==> src/rtl/simplerisc_pkg.sv <==
// ----------------------------------------------------------------------------
// simplerisc_pkg: SimpleRISC opcodes, field positions and MDU state encoding
// Rev 1.0
// ----------------------------------------------------------------------------
`default_nettype none

package simplerisc_pkg;

  localparam int OPC_MSB = 31;
  localparam int OPC_LSB = 27;
  localparam int IMM_BIT = 26;
  localparam int RD_MSB  = 25;
  localparam int RD_LSB  = 22;
  localparam int RS1_MSB = 21;
  localparam int RS1_LSB = 18;
  localparam int RS2_MSB = 17;
  localparam int RS2_LSB = 14;

  localparam logic [4:0] OP_ADD  = 5'b00000;
  localparam logic [4:0] OP_DIV  = 5'b00011;
  localparam logic [4:0] OP_MOD  = 5'b00100;
  localparam logic [4:0] OP_NOT  = 5'b01000;
  localparam logic [4:0] OP_MOV  = 5'b01001;
  localparam logic [4:0] OP_ASR  = 5'b01100;
  localparam logic [4:0] OP_NOP  = 5'b01101;
  localparam logic [4:0] OP_LD   = 5'b01110;
  localparam logic [4:0] OP_ST   = 5'b01111;
  localparam logic [4:0] OP_BEQ  = 5'b10000;
  localparam logic [4:0] OP_BGT  = 5'b10001;
  localparam logic [4:0] OP_B    = 5'b10010;
  localparam logic [4:0] OP_CALL = 5'b10011;
  localparam logic [4:0] OP_RET  = 5'b10100;

  localparam logic [3:0] RA_IDX = 4'hF;

  typedef enum logic [0:0] {
    MDU_IDLE = 1'b0,
    MDU_BUSY = 1'b1
  } mdu_state_t;

endpackage

`default_nettype wire

==> src/rtl/hazard_src_decode.sv <==
// ----------------------------------------------------------------------------
// hazard_src_decode: register sources read by an instruction, with valid bits
// Rev 1.0
// ----------------------------------------------------------------------------
`default_nettype none

module hazard_src_decode
  import simplerisc_pkg::*;
(
  input  logic       valid,
  input  logic [4:0] opcode,
  input  logic       imm,
  input  logic [3:0] rd,
  input  logic [3:0] rs1,
  input  logic [3:0] rs2,
  output logic [3:0] src1,
  output logic       src1_valid,
  output logic [3:0] src2,
  output logic       src2_valid,
  output logic [3:0] src3,
  output logic       src3_valid
);

  always_comb begin
    src1       = rs1;
    src1_valid = valid;
    case (opcode)
      OP_NOP, OP_NOT, OP_MOV, OP_B, OP_BEQ, OP_BGT, OP_CALL: src1_valid = 1'b0;
      OP_RET:  src1 = RA_IDX;
      default: ;
    endcase

    // Register-form ALU ops; not/mov take their single register operand here
    src2       = rs2;
    src2_valid = valid && !imm && (opcode <= OP_ASR);

    // Store data comes from the rd field
    src3       = rd;
    src3_valid = valid && (opcode == OP_ST);
  end

endmodule

`default_nettype wire

==> src/rtl/pipeline_hazard_controller.sv <==
// ----------------------------------------------------------------------------
// pipeline_hazard_controller: SimpleRISC interlocks, MDU sequencing, perf counters
// Rev 1.0
// ----------------------------------------------------------------------------
`default_nettype none

module pipeline_hazard_controller
  import simplerisc_pkg::*;
#(
  parameter int DIV_CYCLES = 4,
  parameter int CNT_W      = 16
) (
  input  logic             clk,
  input  logic             reset_n,
  input  logic [31:0]      of_instr,
  input  logic             of_valid,
  input  logic [31:0]      ex_instr,
  input  logic             ex_valid,
  input  logic             ex_branch_taken,
  output logic             stall_pc,
  output logic             stall_if_of,
  output logic             stall_of_ex,
  output logic             bubble_of_ex,
  output logic             bubble_ex_ma,
  output logic             flush_if_of,
  output logic             mdu_start,
  output logic             mdu_busy,
  output logic [CNT_W-1:0] stall_count,
  output logic [CNT_W-1:0] flush_count
);

  localparam logic [3:0] DIV_LOAD = 4'(DIV_CYCLES - 2);

  logic [3:0] src1, src2, src3;
  logic       src1_valid, src2_valid, src3_valid;
  logic [4:0] ex_opcode;
  logic [3:0] ex_rd;
  logic       ex_divmod;
  logic       load_use_raw, load_use, branch;
  logic       unused_instr_bits;

  mdu_state_t state, state_next;
  logic [3:0] cnt, cnt_next;
  logic       mdu_stall, mdu_active, start;

  hazard_src_decode u_of_decode (
    .valid      (of_valid),
    .opcode     (of_instr[OPC_MSB:OPC_LSB]),
    .imm        (of_instr[IMM_BIT]),
    .rd         (of_instr[RD_MSB:RD_LSB]),
    .rs1        (of_instr[RS1_MSB:RS1_LSB]),
    .rs2        (of_instr[RS2_MSB:RS2_LSB]),
    .src1       (src1),
    .src1_valid (src1_valid),
    .src2       (src2),
    .src2_valid (src2_valid),
    .src3       (src3),
    .src3_valid (src3_valid)
  );

  assign ex_opcode = ex_instr[OPC_MSB:OPC_LSB];
  assign ex_rd     = ex_instr[RD_MSB:RD_LSB];
  assign ex_divmod = ex_valid && ((ex_opcode == OP_DIV) || (ex_opcode == OP_MOD));
  assign unused_instr_bits = ^{of_instr[RS2_LSB-1:0], ex_instr[IMM_BIT], ex_instr[RS1_MSB:0]};

  always_ff @(posedge clk or negedge reset_n) begin
    if (!reset_n) begin
      state <= MDU_IDLE;
      cnt   <= '0;
    end else begin
      state <= state_next;
      cnt   <= cnt_next;
    end
  end

  always_comb begin
    state_next = state;
    cnt_next   = cnt;
    mdu_stall  = 1'b0;
    mdu_active = 1'b0;
    start      = 1'b0;
    case (state)
      MDU_IDLE: begin
        if (ex_divmod) begin
          start      = 1'b1;
          mdu_active = 1'b1;
          mdu_stall  = 1'b1;
          state_next = MDU_BUSY;
          cnt_next   = DIV_LOAD;
        end
      end
      MDU_BUSY: begin
        mdu_active = 1'b1;
        // Final cycle: the div/mod is released to MA at this edge
        if (cnt != 4'd0) begin
          mdu_stall = 1'b1;
          cnt_next  = cnt - 4'd1;
        end else begin
          state_next = MDU_IDLE;
        end
      end
      default: state_next = MDU_IDLE;
    endcase
  end

  assign load_use_raw = ex_valid && (ex_opcode == OP_LD) &&
                        ((src1_valid && (src1 == ex_rd)) ||
                         (src2_valid && (src2 == ex_rd)) ||
                         (src3_valid && (src3 == ex_rd)));

  assign branch   = ex_valid && ex_branch_taken && !mdu_stall;
  assign load_use = load_use_raw && !mdu_stall && !branch;

  // Controls are forced low while reset is held so nothing leaks out mid-reset
  assign stall_pc     = reset_n && (mdu_stall || load_use);
  assign stall_if_of  = reset_n && (mdu_stall || load_use);
  assign stall_of_ex  = reset_n && mdu_stall;
  assign bubble_of_ex = reset_n && (branch || load_use);
  assign bubble_ex_ma = reset_n && mdu_stall;
  assign flush_if_of  = reset_n && branch;
  assign mdu_start    = reset_n && start;
  assign mdu_busy     = reset_n && mdu_active;

  always_ff @(posedge clk or negedge reset_n) begin
    if (!reset_n) begin
      stall_count <= '0;
      flush_count <= '0;
    end else begin
      if (stall_pc && (stall_count != {CNT_W{1'b1}}))
        stall_count <= stall_count + CNT_W'(1);
      if (flush_if_of && (flush_count != {CNT_W{1'b1}}))
        flush_count <= flush_count + CNT_W'(1);
    end
  end

endmodule

`default_nettype wire

==> config.mk <==
export PLATFORM = sky130hd
export DESIGN_NAME = pipeline_hazard_controller
export DESIGN_NICKNAME = d
export VERILOG_FILES = /design/src/rtl/simplerisc_pkg.sv /design/src/rtl/hazard_src_decode.sv /design/src/rtl/pipeline_hazard_controller.sv
export SDC_FILE = /design/constraint.sdc
export NUM_CORES = 1
export LEC_CHECK = 0
export ABC_AREA = 1
export CELL_PAD_IN_SITES_DETAIL_PLACEMENT = 1
export CELL_PAD_IN_SITES_GLOBAL_PLACEMENT = 1
export CORE_ASPECT_RATIO = 0.7
export CORE_MARGIN = 2
export CORE_UTILIZATION = 32
export CTS_CLUSTER_SIZE = 25
export DETAILED_ROUTE_END_ITERATION = 10
export PLACE_DENSITY_LB_ADDON = 0.08
export REMOVE_ABC_BUFFERS = 1
export SLEW_MARGIN = 10
export SYNTH_ARGS = -nofsm -noshare
export SYNTH_HDL_FRONTEND = slang
export SYNTH_SLANG_ARGS = --single-unit
export TNS_END_PERCENT = 30
==> constraint.sdc <==
create_clock -name clk -period 3.5 [get_ports clk]
set_clock_uncertainty 0.05 [all_clocks]
set_input_delay 0.7 -clock clk [delete_from_list [all_inputs] [get_ports clk]]
set_output_delay 0.7 -clock clk [all_outputs]
set_load 0.1 [all_outputs]
==> key figures <==
Timing
  – Max frequency: 320 MHz
  – Final min period: 3.12 ns
  – Slew margin rel.: 0.358
  – Least-Margin Pin Slew: 0.959 ns
  – Final Setup Violations: 0
  – Fin crit share: 0.892
  – WHS: 0.466 ns
  – Unrepaired setup endpoints after global routing: false
  – Final Slew Violations: 0
  – Final Hold Fails: 0

Drt
  – Drt via density: 4.64
  – Residual DRC: 0
  – Via count: 2415
  – DR pass1 iterations: 4
  – Routed WL: 7290 um
  – Final ANT Viol Nets: 0
  – Routed len/inst: 14.0 um
  – Initial DRC count: 98

Global route
  – Most used routing layer: met2
  – GRT met3 Usage: 0.0412
  – GRT overflow: 0
  – First-pass GRT wire length: 12400 um
  – Vias in the first global route: 2484
  – GR met1 Demand/Resource: 0.257
  – Largest net degree at the start of global routing: 39
  – Initial antenna violation count: 0
  – Grt met2 use: 0.260
  – Total Routing Usage GR: 0.175

Synthesis
  – Number of flops mapped to enable cells by yosys: 0
  – Synth Area in Compound Gates: 0.0331
  – Seq/Total Area, Yosys: 0.360
  – Yosys warnings: 0
  – Adder-cell share of the synthesized area: 0.0146
  – Area contributors post-synth: dfrtp_1 36%, nand2_1 14%, xor2_1 7.5%
  – Syn avg cell area: 7.48 um2
  – Register bit total from synthesis: 37
  – Main combinational cell family by area after synthesis: simple AND/OR/NAND/NOR gates
  – Most common cell in the netlist: nand2_1
  – Yosys top cell area share: 0.360
  – Post-synth top cells: 95 x nand2_1, 44 x inv_1, 37 x dfrtp_1
  – Mapped Cells: 344
  – Post-synthesis mux area share: 0
  – Synth cell types: 35
  – Async S/R FF share, synth: 1.00
  – Main synth FF type: dfrtp_1
  – Yosys top cell by area: dfrtp_1
  – Simple-Gate Fraction of Synth Area: 0.388
  – Post-Syn Area: 0.00257 mm2
  – Post-synthesis xor/xnor area fraction: 0.109

Run
  – Max-cap violations: 0

Critical path
  – Worst endpoint data arrival time: 2.37 ns
  – CP max FO: 8
  – CP max stage delay: 0.48 ns
  – Crit-path leading delay family: simple AND/OR/NAND/NOR gates
  – Worst setup SP type: input pin
  – CP required: 2.75 ns
  – CP Class: in -> out
  – CP Capture Type: output port
  – CP Cell Sequence: clkdlybuf4s50_1 > nor2_2 > nand3_4 > nand3_1 > nand2_1 > nor2_1 > nand3_1 > nand2_2 > nand3_2 > nand2_2 > buf_12
  – Worst Reg2Reg Path Length in Cells: 13
  – Crit Reg-Reg Startpoint: cnt[0]$_DFFE_PN0P_
  – CP bufs+invs: 2
  – R2r setup slk: 1.07 ns
  – R2R Path End: stall_count[10]$_DFFE_PN0P_
  – CP max-delay cell: clkdlybuf4s50_1

Die
  – Initial Util: 0.328
  – Rows: 27
  – Die height: 79.0 um
  – Die area: 0.00879 mm2
  – Die X: 111 um
  – Core area: 0.00784 mm2
  – I/O pin cnt: 109

Placement
  – Placed cell area: 0.00336 mm2
  – HPWL after DPL: 5590 um
  – I/O Buffers: 71
  – RePlAce Congestion: 0.741

Layout
  – Fin nets: 490
  – Area grow syn2layout: 37.2%
  – Fin util: 0.451
  – Layout fillers: 984
  – Finished Cell Area: 0.00353 mm2
  – Layout cells sized above 1: 0.186
  – Antenna cells: 0

Clock network
  – CTS tree: done
  – Root buf cell: clkbuf_16
  – Post-CTS setup buffers: 0
  – H-tree levels: 2
  – Max clock buf depth: 2
  – Worst-path clk slew: 0.06 ns
  – Hold buffers post-CTS: 0
  – Worst skew pair latency: 0.28 ns
  – Sink Count: 37
  – Number of CTS-inserted buffers: 5
  – Post-CTS resize count: 0

Power and ir drop
  – Leakage power: 1.70 nW
  – Pwr dens: 618 mW/mm2
  – Peak VDD IR: 460 uV
  – Pwr Total: 2.18 mW

Status
  – Run status: complete, no violations

Worst hold path
  – Min-Delay Endpoint: flush_count[2]$_DFFE_PN0P_
  – Worst min-delay path category: reg -> reg
  – Hold Path Depth: 1
  – HP Start: flush_count[2]$_DFFE_PN0P_
[worst reg2reg max path, cell delays in order, from the launching register on]
cell	delay, ns
dfrtp_1	0.32
inv_1	0.07
ha_1	0.24
a31oi_2	0.29
inv_1	0.13
nand2_4	0.15
inv_2	0.07
nor2_2	0.09
inv_1	0.06
nand2_2	0.13
buf_4	0.28
nand2_2	0.27
nand2_1	0.14
nand2_1	0.06
[registers in the layout (all words and copies together) (netlist names)]
name and cells:
flush_count 16, stall_count 16, cnt 4, state 1
[where the power goes]
group	switching [mW]	internal [mW]
Combinational	0.787	0.275
Sequential	0.0806	0.507
Clock	0.175	0.356
Total	1.04	1.14
[placed cells by master (no fill, tap or decap), drive strengths merged, types with 6 or more instances in the layout]
cell type	count
nand2	103
inv	46
buf	43
nand3	38
dfrtp	37
nor2	35
clkdlybuf4s50	31
xor2	22
nor3	15
xnor2	10
nand4	7
clkbuf	7
a21oi	6
[routing by layer]
metal,vias to the layer above,share of wire
met1,1133,0.54
met2,52,0.41
met5,-,0
met4,0,0.0093
met3,5,0.042
li1,1225,-
[layout make-up]
cell class / count / area, um2 / share of cell area
Tap cell: 101 / 126 / 0.0358
Clock inverter: 1 / 30.0 / 0.00850
Timing Repair Buffer: 74 / 731 / 0.207
Multi-Input combinational cell: 254 / 1400 / 0.397
Sequential cell: 37 / 926 / 0.262
Inverter: 46 / 173 / 0.0489
Clock buffer: 7 / 143 / 0.0404
[logic make-up after synthesis]
logic type                 Yosys count
and+or+nand+nor                    205
buffers and inverters               53
DFF                                 37
adders and majority gates            3
xor gates and xnor gates            32
AOI/OAI and AO/OA                   14
[per-stage QoR]
stage | setup TNS (ns) | cells | setup WS [ns]
after detailed placement | 0 | 512 | 0.364
after global placement | 0 | 512 | 0.369
final | 0 | 520 | 0.380
after floorplan | -19.13 | 337 | -1.15
after CTS | 0 | 520 | 0.352
after global routing | 0 | 520 | 0.189
[how the worst max path moves through the flow]
| stage | endpoint | from | cells after the start |
|---|---|---|---|
| after CTS | stall_if_of | of_instr[28] | 11 |
| after floorplan | stall_if_of | ex_instr[29] | 9 |
| after detailed placement | stall_if_of | of_instr[28] | 11 |
| after global placement | stall_pc | of_instr[28] | 11 |
| after global routing | bubble_of_ex | of_instr[28] | 11 |
| final | stall_if_of | of_instr[28] | 11 |
No activity file was read; power rests on OpenSTA's default activity.
